`config.mk`:
```
export PLATFORM = sky130hd
export DESIGN_NAME = ascii_tx_formatter
export DESIGN_NICKNAME = d
export VERILOG_FILES = /design/src/rtl/ascii_tx_formatter.sv
export SDC_FILE = /design/constraint.sdc
export NUM_CORES = 1
export LEC_CHECK = 0
export ABC_AREA = 1
export CORE_ASPECT_RATIO = 1.2
export CORE_UTILIZATION = 40
export DETAILED_ROUTE_END_ITERATION = 10
export HOLD_SLACK_MARGIN = 0.12
export PLACE_DENSITY = 0.63
export SLEW_MARGIN = 15
export SYNTH_ARGS = -nofsm -noshare
export SYNTH_HDL_FRONTEND = slang
export SYNTH_SLANG_ARGS = --single-unit
```
`constraint.sdc`:
```
create_clock -name clk -period 2.4 [get_ports clk]
set_input_delay 0.72 -clock clk [delete_from_list [all_inputs] [get_ports clk]]
set_output_delay 0.72 -clock clk [all_outputs]
set_load 0.01 [all_outputs]
```
`src/rtl/ascii_tx_formatter.sv`:
```
// ascii_tx_formatter: formats a status tag plus eight BCD digits as an ASCII line
// (tag, ':', digits MSD first, CR, LF) over a valid/ready byte stream.
// Optional feature: define ASCII_TX_ZERO_SUPPRESS_EN to skip leading '0' digits.
module ascii_tx_formatter (
    input  logic        clk,
    input  logic        rst,
    input  logic        start,
    input  logic [3:0]  status_code,
    input  logic [31:0] value,
    output logic [7:0]  ascii_out,
    output logic        ascii_valid,
    input  logic        ascii_ready,
    output logic        busy,
    output logic        done
);

    localparam int unsigned ByteW  = 8;
    localparam int unsigned ValueW = 32;
    localparam int unsigned IdxW   = 3;

    localparam logic [ByteW-1:0] ChColon = 8'h3A;
    localparam logic [ByteW-1:0] ChCr    = 8'h0D;
    localparam logic [ByteW-1:0] ChLf    = 8'h0A;
    localparam logic [ByteW-1:0] ChStar  = 8'h2A;
    localparam logic [ByteW-1:0] ChZero  = 8'h30;
    localparam logic [ByteW-1:0] ChQuery = 8'h3F;
    localparam logic [IdxW-1:0]  IdxMsd  = 3'd7;

    typedef enum logic [2:0] {
        S_IDLE,
        S_TAG,
        S_COLON,
        S_DIGITS,
        S_CR,
        S_LF
    } state_t;

    state_t              state_q, state_d;
    logic [IdxW-1:0]     idx_q, idx_d;
    logic [ValueW-1:0]   value_q, value_d;
    logic [ByteW-1:0]    out_q, out_d;
    logic                valid_q, valid_d;
    logic                busy_q, busy_d;
    logic                done_q, done_d;
    logic                xfer;
    logic [IdxW-1:0]     first_idx;

    // Status code to tag character.
    function automatic logic [ByteW-1:0] tag_char(input logic [3:0] code);
        case (code)
            4'd1:    return 8'h41;
            4'd2:    return 8'h4E;
            4'd3:    return 8'h50;
            4'd4:    return 8'h58;
            4'd5:    return 8'h56;
            4'd6:    return 8'h49;
            4'd7:    return 8'h51;
            4'd8:    return 8'h43;
            default: return ChQuery;
        endcase
    endfunction

    // Select BCD digit i (0 = least significant).
    function automatic logic [3:0] nibble(input logic [ValueW-1:0] v, input logic [IdxW-1:0] i);
        logic [ValueW-1:0] s;
        s = v >> {i, 2'b00};
        return s[3:0];
    endfunction

    // BCD nibble to ASCII; non-decimal nibbles become '*'.
    function automatic logic [ByteW-1:0] digit_char(input logic [3:0] n);
        if (n <= 4'd9) begin
            return ChZero + {4'h0, n};
        end
        return ChStar;
    endfunction

`ifdef ASCII_TX_ZERO_SUPPRESS_EN
    // Highest non-zero digit position, or 0 when every digit is zero.
    function automatic logic [IdxW-1:0] lead_idx(input logic [ValueW-1:0] v);
        logic [IdxW-1:0] r;
        r = '0;
        for (int i = 0; i < 8; i++) begin
            if (v[i*4 +: 4] != 4'h0) begin
                r = IdxW'(i);
            end
        end
        return r;
    endfunction

    // First digit emitted skips leading zeros.
    always_comb begin
        first_idx = lead_idx(value_q);
    end
`else
    // First digit emitted is always the most significant one.
    always_comb begin
        first_idx = IdxMsd;
    end
`endif

    assign xfer = valid_q & ascii_ready;

    // Next-state and output-register logic; stalled bytes hold via defaults.
    always_comb begin
        state_d = state_q;
        idx_d   = idx_q;
        value_d = value_q;
        out_d   = out_q;
        valid_d = valid_q;
        busy_d  = busy_q;
        done_d  = 1'b0;
        case (state_q)
            S_IDLE: begin
                if (start) begin
                    state_d = S_TAG;
                    value_d = value;
                    out_d   = tag_char(status_code);
                    valid_d = 1'b1;
                    busy_d  = 1'b1;
                    idx_d   = IdxMsd;
                end
            end
            S_TAG: begin
                if (xfer) begin
                    state_d = S_COLON;
                    out_d   = ChColon;
                end
            end
            S_COLON: begin
                if (xfer) begin
                    state_d = S_DIGITS;
                    idx_d   = first_idx;
                    out_d   = digit_char(nibble(value_q, first_idx));
                end
            end
            S_DIGITS: begin
                if (xfer) begin
                    if (idx_q == '0) begin
                        state_d = S_CR;
                        out_d   = ChCr;
                    end else begin
                        idx_d = idx_q - 3'd1;
                        out_d = digit_char(nibble(value_q, idx_q - 3'd1));
                    end
                end
            end
            S_CR: begin
                if (xfer) begin
                    state_d = S_LF;
                    out_d   = ChLf;
                end
            end
            S_LF: begin
                if (xfer) begin
                    state_d = S_IDLE;
                    out_d   = '0;
                    valid_d = 1'b0;
                    busy_d  = 1'b0;
                    done_d  = 1'b1;
                    idx_d   = IdxMsd;
                end
            end
            default: begin
                state_d = S_IDLE;
                out_d   = '0;
                valid_d = 1'b0;
                busy_d  = 1'b0;
                idx_d   = IdxMsd;
            end
        endcase
    end

    // State and output registers with synchronous reset.
    always_ff @(posedge clk) begin
        if (rst) begin
            state_q <= S_IDLE;
            idx_q   <= IdxMsd;
            value_q <= '0;
            out_q   <= '0;
            valid_q <= 1'b0;
            busy_q  <= 1'b0;
            done_q  <= 1'b0;
        end else begin
            state_q <= state_d;
            idx_q   <= idx_d;
            value_q <= value_d;
            out_q   <= out_d;
            valid_q <= valid_d;
            busy_q  <= busy_d;
            done_q  <= done_d;
        end
    end

    assign ascii_out   = out_q;
    assign ascii_valid = valid_q;
    assign busy        = busy_q;
    assign done        = done_q;

endmodule

```
# After elaboration in Yosys (flattened, before gate mapping)
# Memories as Yosys holds them, arrays and structs flattened.
# Index checks and enable logic that the tools add are counted.
[op_classes]
n_addsub = 3
order_cmp = 2
eq_ne = 14
shifts = 1
muxes = 36
bitwise = 4
n_reduce_logical = 11
[ops]
columns = ["op", "count"]
rows = [
  ["two-way mux 8 bit", 11],
  ["case mux 8 bit (6 select lines)", 1],
  ["two-way mux 3 bit", 11],
  ["right shift 32 x 5 -> 4 bit", 1],
  ["case mux 3 bit (6 select lines)", 1],
  ["inequality test 2 bit (second input constant)", 8],
  ["adder 6 x 4 -> 7 bit (first input constant)", 2],
  ["case mux 3 bit (4 select lines)", 1],
  ["two-way mux 1 bit", 10],
  ["<= comparator 4 bit (second input constant)", 2],
  ["AND reduction 7 bit", 1],
  ["== test 3 x 2 -> 1 bit (second input constant)", 2],
  ["== test 3 bit (second input constant)", 2],
  ["zero test 3 bit", 2],
  ["AND reduction 6 bit", 1],
  ["OR reduction 2 bit", 3],
  ["AND reduction 5 bit", 1],
  ["OR reduction 4 bit", 1],
  ["== test 3 x 1 -> 1 bit (second input constant)", 1],
  ["NOT 1 bit", 3],
  ["case mux 1 bit (3 select lines)", 1],
  ["AND reduction 3 bit", 1],
  ["subtractor 3 x 1 -> 3 bit (second input constant)", 1],
  ["inequality test 2 x 1 -> 1 bit (second input constant)", 1],
  ["other kinds (2)", 2],
]
[word_totals]
reg_bits = 48
rom_bits = 112
inputBits = 40
out_inout_bits = 11
memories = 1
[memory_table]
columns = ["name", "depth", "width", "rd", "rd_clocked_by_memory_dff", "wr", "line", "rtl"]
rows = [
  ["(no name shown)", 16, 7, 1, 0, 0, "50", "case (code)"],
]

# Logic depth before layout (Yosys ltp)
# Gate-level depths: netlist (run 1).
[depth]
word_depth = 11
depth_mapped = 15

# Worst setup path before layout (run 1)
# No wires, ideal clock.
[synth_timing]
path_kind = "flip-flop to flip-flop"
from = "register idx_q[0]"
to = "register out_q[0], in the netlist ascii_out[0]"
t_arrival_ns = 1.801
required_ns = 2.270
setup_slack_ns = 0.469
path_stages_with_launch = 16
synth_period_minus_slack_ns = 1.931
path_cell_list = "dfxtp_1 -> inv_2 -> buf_2 -> ha_1 -> clkbuf_1 -> o211ai_1 -> nand2_1 -> nand2_1 -> nand2_2 -> nand2_2 -> nand2_1 -> nand2_1 -> nand2_1 -> nand2_1 -> nand2_1 -> a21oi_2"
[synth_between]
elab_chain_len = 11
word_cells_on_any_way = 14
cone_classes = "2 x add/sub; 1 x order compare; 1 x shift; 9 x mux; 1 x reduce/logical"
[synth_rtl]
columns = ["item", "line", "rtl"]
rows = [
  ["start: declaration", "39", "logic [IdxW-1:0] idx_q, idx_d;"],
  ["start signal: assignment", "178", "idx_q <= IdxMsd;"],
  ["start signal: assignment", "186", "idx_q <= idx_d;"],
  ["subtractor 3 x 1 -> 3 bit", "144", "out_d = digit_char(nibble(value_q, idx_q - 3'd1));"],
  ["right shift 32 x 5 -> 4 bit", "66", "s = v >> {i, 2'b00};"],
  ["<= comparator 4 bit", "72", "if (n <= 4'd9) begin"],
  ["two-way mux 1 bit", "72", ""],
  ["two-way mux 1 bit", "139", "if (idx_q == '0) begin"],
  ["two-way mux 1 bit", "138", "if (xfer) begin"],
  ["two-way mux 1 bit", "113", "case (state_q)"],
  ["two-way mux 8 bit", "75", "return ChStar;"],
  ["two-way mux 8 bit *", "139", ""],
  ["two-way mux 8 bit *", "138", ""],
  ["case mux 8 bit (6 select lines) *", "113", ""],
  ["end signal: assignment", "188", "out_q <= out_d;"],
  ["end: declaration", "41", "logic [ByteW-1:0] out_q, out_d;"],
]
# Every way passes the cells marked *; elsewhere a longest branch is shown, timed or not. The select of a mux whose other input is x is not followed.
# A chain may end at the register's enable or synchronous reset.

# Worst setup path in the final report (run 1)
[layout_timing]
from = "input port status_code[0]"
to = "register out_q[3], in the netlist ascii_out[3]"
[layout_between]
elab_chain_len = 3
[layout_rtl]
columns = ["item", "line", "rtl"]
rows = [
  ["start: declaration", "8", "input logic [3:0] status_code,"],
  ["memory read (16 x 7 bit)", "-", ""],
  ["two-way mux 8 bit", "115", "if (start) begin"],
  ["case mux 8 bit (6 select lines)", "113", ""],
]
# Every way passes these cells. The select of a mux whose other input is x is not followed.

==> metrics.md, run 1 <==
| Metric | Value |
|---|---|
| Run status | finished clean |
| Drt total wl | 5720 µm |
| Clock Skews | 10.4 ps |
| Global-route wire length before repair | 9670 µm |
| Total CTS buffers | 5 |
| Max-capacitance violation count | 0 |
| PostCTS Resize Cnt | 0 |
| DR iter-0 viols | 124 |
| R2R Setup Slk | 510 ps |
| CP Buf/Inv Count | 2 |
| Switching Fraction | 0.432 |
| DIE HEIGHT | 87.4 µm |
| Clock power share | 0.147 |
| Share of the yosys chip area belonging to registers | 0.387 |
| DRC viols | 0 |
| Die span in x | 73.2 µm |
| Data required time of the worst path | 2580 ps |
| Wire length per cell | 11.9 µm |
| # rows | 30 |
| CTS Hold Bufs | 0 |
| Setup crit start kind | input pin |
| Complex-gate fraction of the synthesized area | 0.240 |
| Synth top cells by count | nand2_1 (75), a21oi_1 (49), dfxtp_1 (47) |
| RR Startpoint | idx_q[0]$_SDFFE_PP1P_ |
| Leak | 1.32 nW |
| CP top delay family | compound AO/OA/AOI/OAI gates |
| Drt pass-1 iters | 4 |
| Max Freq | 462 MHz |
| XOR/XNOR Fraction of Synth Area | 0.0103 |
| Arrival @ worst endpoint | 2340 ps |
| Min-Delay Endpoint | value_q[21]$_SDFFE_PP0P_ |
| TritonCTS clock tree | built |
| Die footprint | 0.00639 mm² |
| # IOs | 51 |
| Flop pwr share | 0.334 |
| Syn_nets | 399 |
| Post-CTS Setup Inserts | 0 |
| Routability cong. | 0.816 |
| Sw Pwr | 1.47 mW |
| PwrDens | 1090 mW/mm² |
| Period utilization | 0.902 |
| Total grt overflow | 0 |
| Crit path max fanout | 2 |
| Final hold violations | 0 |
| Critical path cell sequence | clkdlybuf4s50_1 > inv_1 > ha_1 > or2_2 > o21ai_0 > nand2_1 > a21oi_1 > o21ai_0 > o21ai_1 > a21oi_1 |
| CP max stage cell | clkdlybuf4s50_1 |
| Vias/cell | 4.88 |
| Initial Util | 0.423 |
| Met3 usage | 0.0324 |
| Async S/R FF share, synth | 0 |
| R2r endpoint | ascii_out[0]$_SDFFE_PP0P_ |
| Worst hold start | value_q[21]$_SDFFE_PP0P_ |
| ANT cells | 0 |
| Area leader, netlist | dfxtp_1 |
| Final setup vio count | 0 |
| Core area | 0.00574 mm² |
| Synth top area share | 0.387 |
| Met1 Use GR | 0.237 |
| Power Internal | 1.93 mW |
| HPWL Detailed | 4370 µm |
| Final ANT Viol Nets | 0 |
| Maximum number of pins on one net before global-route repair | 59 |
| Post-synth EDFFs | 0 |
| Top post-synthesis cells by area | dfxtp_1 (39%), nand2_1 (12%), a21oi_1 (10%), o21ai_0 (9.1%), inv_1 (6.0%) |
| Antenna violations before repair | 0 |
| Comb pwr share | 0.519 |
| Slew Limit Fails | 0 |
| Top Usage Layer GRT | met2 |
| Synth Area per Inst | 6.87 µm² |
| Hold Path Class | flip-flop to flip-flop |
| Largest family of logic cells by synthesized area | compound AO/OA/AOI/OAI gates |
| Vias in the first global route | 2095 |
| CTS root buf | clkbuf_8 |
| Critical path class | input pin to flip-flop |
| Proportion of synthesized area in mux cells | 0 |
| Skew-Pair Late Insertion Delay | 300 ps |
| Clk buf depth | 2 |
| Unrepaired setup endpoints after global routing | false |
| Proportion of layout cells with a drive suffix above 1 | 0.0920 |
| Cell with the most instances after synthesis | nand2_1 |
| Worst hold margin | 452 ps |
| Clk sink count | 47 |
| Worst hold path depth | 2 |
| Via count | 2353 |
| Layout Cells excl Fill | 482 |
| Min Clock Period, post-route | 2170 ps |
| CTS H-tree lvls | 2 |
| Worst path max stage delay | 470 ps |
| IO Port Bufs | 49 |
| Maximum vdd drop | 0.431 mV |
| Adder-cell share of the synthesized area | 0.0257 |
| Main synth FF type | dfxtp_1 |
| Placed Cells | 474 |
| Depth of the worst register-to-register path | 14 |
| Netlist cell types | 32 |
| All-Layer GR Usage | 0.196 |
| Synth Area in Simple Gates | 0.226 |
| CP Capture Type | flip-flop |
| Final nets | 446 |
| FF+latch count, synth | 47 |
| Syn Inst Count | 354 |
| Syn. warnings | 0 |
| Worst-path clk slew | 90 ps |
| Met2 Track Usage GR | 0.344 |
| Layout area overhead | 27.9% |
| Mapped Area | 0.00243 mm² |
## layer usage
metal	wire length, µm	vias to the layer above
li1	-	1245
met1	2610	1051
met2	2810	49
met3	188	8
met4	119	0
met5	0	-
## logic make-up (layout without fill, tap and decap cells)
kind of cell,after synthesis,count (layout)
flip-flops,47,47
buffers and inverters,65,113
other,1,1
AO/OA/AOI/OAI,109,109
XOR/XNOR,2,2
AND/OR/NAND/NOR,125,125
adder cells (fa/ha/maj),5,5
## how the worst max path moves through the flow
| stage | from | endpoint | slack [ps] | cells past startpoint |
|---|---|---|---|---|
| 2_1_floorplan | idx_q[0]$_SDFFE_PP1P_ | ascii_out[0]$_SDFFE_PP0P_ | 470 | 15 |
| 3_3_place_gp | status_code[0] | ascii_out[3]$_SDFFE_PP0P_ | -60 | 10 |
| 3_5_place_dp | status_code[0] | ascii_out[3]$_SDFFE_PP0P_ | -80 | 10 |
| 4_1_cts | status_code[0] | ascii_out[3]$_SDFFE_PP0P_ | 230 | 10 |
| 5_1_grt | status_code[0] | ascii_out[3]$_SDFFE_PP0P_ | 70 | 10 |
| 6_report | status_code[0] | ascii_out[3]$_SDFFE_PP0P_ | 230 | 10 |
## worst reg2reg max path: stages (launching register included)
cell and delay [ps]:
dfxtp_1 320, inv_2 190, ha_1 290, inv_1 180, o211ai_1 140, nand2_1 80
nand2_1 80, nand2_2 100, nand2_2 70, nand2_1 60, nand2_1 40, nand2_1 60
nand2_1 60, nand2_1 70, a21oi_2 50
## final cells by class
class                      count  area [µm²]
fill                         581        2630
multi-input combinational    242        1230
sequential                    47         941
timing repair buffer          58         571
inverter                      47         176
tap                           80         100
clock buffer                   7        86.3
clock inverter                 1        8.76
## registers in the layout, summed over array words and instances (netlist names)
| signal | cells |
|---|---|
| state_q | 3 |
| value_q | 32 |
| done | 1 |
| busy | 1 |
| ascii_out | 7 |
| idx_q | 3 |
## power by group through the flow
| stage | Combinational (mW) | Sequential [mW] | Clock [mW] |
|---|---|---|---|
| detailed placement | 1.78 | 1.15 | 0 |
| global route | 2.02 | 1.16 | 0.550 |
| finish | 1.76 | 1.14 | 0.502 |
| CTS | 1.79 | 1.14 | 0.518 |
| floorplan | 1.28 | 1.15 | 0 |
| global placement | 1.76 | 1.15 | 0 |
## through the flow
step	setup TNS [ps]	utilization	setup slack [ps]	total power, mW	area (µm²)
2_1_floorplan	0	-	469	2.43	2430
3_3_place_gp	-59.2	0.525	-59.2	2.91	3010
3_5_place_dp	-83.2	0.525	-83.2	2.93	3010
4_1_cts	0	0.541	229	3.44	3110
5_1_grt	0	0.541	69.0	3.73	3110
6_report	0	0.541	235	3.40	3110
## cell usage in the layout, fill, tap and decap left out
cell type / synthesis / layout
nor2_2: 2 / 2
o21ai_1: 2 / 2
a31oi_1: 1 / 1
buf_12: 0 / 1
ha_1: 5 / 5
xnor2_1: 1 / 1
conb_1: 1 / 1
a21oi_1: 49 / 49
clkdlybuf4s50_1: 0 / 49
o211ai_1: 6 / 6
a21oi_2: 2 / 2
inv_1: 39 / 39
o31ai_1: 1 / 1
inv_2: 8 / 8
clkinv_4: 0 / 1
o21ai_0: 44 / 44
nand2_1: 75 / 75
o21ai_2: 1 / 1
or2_2: 1 / 1
buf_4: 3 / 8
nor3_1: 2 / 2
xor2_2: 1 / 1
nor2_1: 15 / 15
nor3_2: 1 / 1
clkbuf_8: 0 / 6
nand2_2: 2 / 2
clkbuf_1: 8 / 1
nor2_8: 1 / 1
nand2_4: 1 / 1
o21a_1: 1 / 1
a22o_1: 1 / 1
dfxtp_1: 47 / 47
a211oi_1: 1 / 1
nand3_1: 24 / 24
nand3_2: 1 / 1
No activity file was read; power rests on OpenSTA's default activity.
==> run 2: changes to the inputs <==
Settings changed: CAP_MARGIN from default to 10.
==> results of run 2 <==
Same layout as run 1: the final DEF is identical, and so are final timing and power.
==> run 3: changes to the inputs <==
Settings changed: GPL_ROUTABILITY_DRIVEN from default to 0.
==> run 3 against run 2 <==
Effect of this change: clock power increased by 12%; combinational power about the same; flip-flop and latch count unchanged; critical path depth unchanged; fmax decreased by 0.77%; final area decreased by 0.16%; critical endpoint unchanged.
==> metrics.md, run 3 (synthesis results as in run 1) <==
| Metric | Value |
|---|---|
| Tot Pwr | 3.42 mW (+0.66%) |
| Clock Skews | 3.38 ps (-7.01 ps) |
| Maximum vdd drop | 0.507 mV (+18%) |
| ANT cells | 0 (unchanged) |
| DRC viols | 0 (unchanged) |
| # rows | 30 (unchanged) |
| Data required time of the worst path | 2580 ps (about the same) |
| Final hold violations | 0 (unchanged) |
| Clk sink count | 47 (unchanged) |
| Run status | finished clean |
| Flop pwr share | 0.331 (-0.003) |
| Period utilization | 0.909 (+0.00699) |
| Final ANT Viol Nets | 0 (unchanged) |
| Skew-Pair Late Insertion Delay | 290 ps (about the same) |
| Worst path max stage delay | 470 ps (about the same) |
| Via count | 2332 (-0.89%) |
| Max-capacitance violation count | 0 (unchanged) |
| Vias in the first global route | 2089 (-0.29%) |
| Wire length per cell | 11.7 µm (-1.8%) |
| HPWL Detailed | 4270 µm (-2.2%) |
| Die footprint | 0.00639 mm² (unchanged) |
| TritonCTS clock tree | built |
| CTS root buf | clkbuf_8 |
| Top reg by flops | value_q |
| Switching Fraction | 0.422 (-0.0108) |
| Layout area overhead | 27.7% |
| PwrDens | 1100 mW/mm² (+0.82%) |
| Slew Limit Fails | 0 (unchanged) |
| Unrepaired setup endpoints after global routing | false |
| # IOs | 51 (unchanged) |
| Final setup vio count | 0 (unchanged) |
| Final TNS setup | 0 ps (unchanged) |
| Crit path max fanout | 2 (unchanged) |
| Arrival @ worst endpoint | 2360 ps (+20 ps) |
| All-Layer GR Usage | 0.191 (-0.00426) |
| Critical path cell sequence | clkdlybuf4s50_1 > inv_1 > ha_1 > or2_2 > o21ai_0 > nand2_1 > a21oi_1 > o21ai_0 > o21ai_1 > a21oi_1 |
| Sw Pwr | 1.44 mW (-1.9%) |
| Commonest non-fill, non-tap cell in the layout | nand2_1 |
| Leak | 1.32 nW (-0.19%) |
| CTS Hold Bufs | 0 (unchanged) |
| Clock power share | 0.164 (+0.017) |
| CTS H-tree lvls | 2 (unchanged) |
| Min Clock Period, post-route | 2180 ps (+16.8 ps) |
| Antenna violations before repair | 0 (unchanged) |
| Final core occ | 0.541 (-0.000871) |
| Power Internal | 1.98 mW (+2.6%) |
| Critical path class | input pin to flip-flop |
| Initial Util | 0.423 (unchanged) |
| Max reg flops | 32 (unchanged) |
| Most frequent cells in the layout | nand2_1 (75), a21oi_1 (49), clkdlybuf4s50_1 (49) |
| CP max stage cell | clkdlybuf4s50_1 |
| Drt total wl | 5610 µm (-2.0%) |
| Drt pass-1 iters | 4 (unchanged) |
| PostCTS Resize Cnt | 0 (unchanged) |
| Total CTS buffers | 5 (unchanged) |
| Clk buf depth | 2 (unchanged) |
| Core area | 0.00574 mm² (unchanged) |
| CP Capture Type | flip-flop |
| Worst-path clk slew | 80 ps (about the same) |
| Maximum number of pins on one net before global-route repair | 59 (unchanged) |
| Final nets | 446 (unchanged) |
| Setup crit start kind | input pin |
| Post-CTS Setup Inserts | 0 (unchanged) |
| Comb pwr share | 0.505 (-0.014) |
| Proportion of layout cells with a drive suffix above 1 | 0.0898 (-0.00226) |
| DR iter-0 viols | 94 (-24%) |
| DIE HEIGHT | 87.4 µm (unchanged) |
| Total grt overflow | 0 (unchanged) |
| IO Port Bufs | 49 (unchanged) |
| Hold Path Class | flip-flop to flip-flop |
| Global-route wire length before repair | 9480 µm (-1.9%) |
| Vias/cell | 4.85 (-0.69%) |
| Max Freq | 458 MHz (-0.77%) |
| Die span in x | 73.2 µm (unchanged) |
run 3: cell type report:
class / count / area (µm²)
tap: 80 / 100
multi-input combinational: 242 / 1230
clock buffer: 6 / 72.6
fill: 574 / 2640
sequential: 47 / 941
clock inverter: 1 / 30.0
timing repair buffer: 58 / 558
inverter: 47 / 176
run 3: final timing paths:
check,start,endpoint,cells past startpoint,slack [ps]
setup / recovery,status_code[0],ascii_out[3]$_SDFFE_PP0P_,10,220
hold / removal,value_q[15]$_SDFFE_PP0P_,value_q[15]$_SDFFE_PP0P_,2,450
setup reg to reg,idx_q[0]$_SDFFE_PP1P_,ascii_out[0]$_SDFFE_PP0P_,14,350
hold reg to reg,value_q[15]$_SDFFE_PP0P_,value_q[15]$_SDFFE_PP0P_,2,450
run 3: power by group through the flow:
stage	Clock [mW]	Combinational, mW	Sequential [mW]
5_1_grt	0.606	1.99	1.16
4_1_cts	0.575	1.74	1.14
3_5_place_dp	0	1.73	1.15
2_1_floorplan	0	1.28	1.15
6_report	0.560	1.73	1.13
3_3_place_gp	0	1.72	1.15
run 3: through the flow:
step	worst slack [ps]	area, µm²	std cells	hold slack (ps)
finish	218	3100	481	451
global route	106	3100	481	479
CTS	211	3100	481	454
detailed placement	-87.8	3000	474	440
global placement	-70.9	3000	474	436
floorplan	469	2430	354	423
run 3: critical path: cells and delay by family:
kind            cells  cell delay [ps]
compound gates      5              570
fa+ha+maj           1              180
buf+inv             2              520
simple gates        2              370
run 3: metal layers:
metal / vias up / part of all wire / track usage
met5: - / 0 / 0
met4: 0 / 0.012 / 0.0553
met3: 6 / 0.032 / 0.0347
met2: 40 / 0.50 / 0.317
met1: 1042 / 0.46 / 0.251
li1: 1244 / - / -
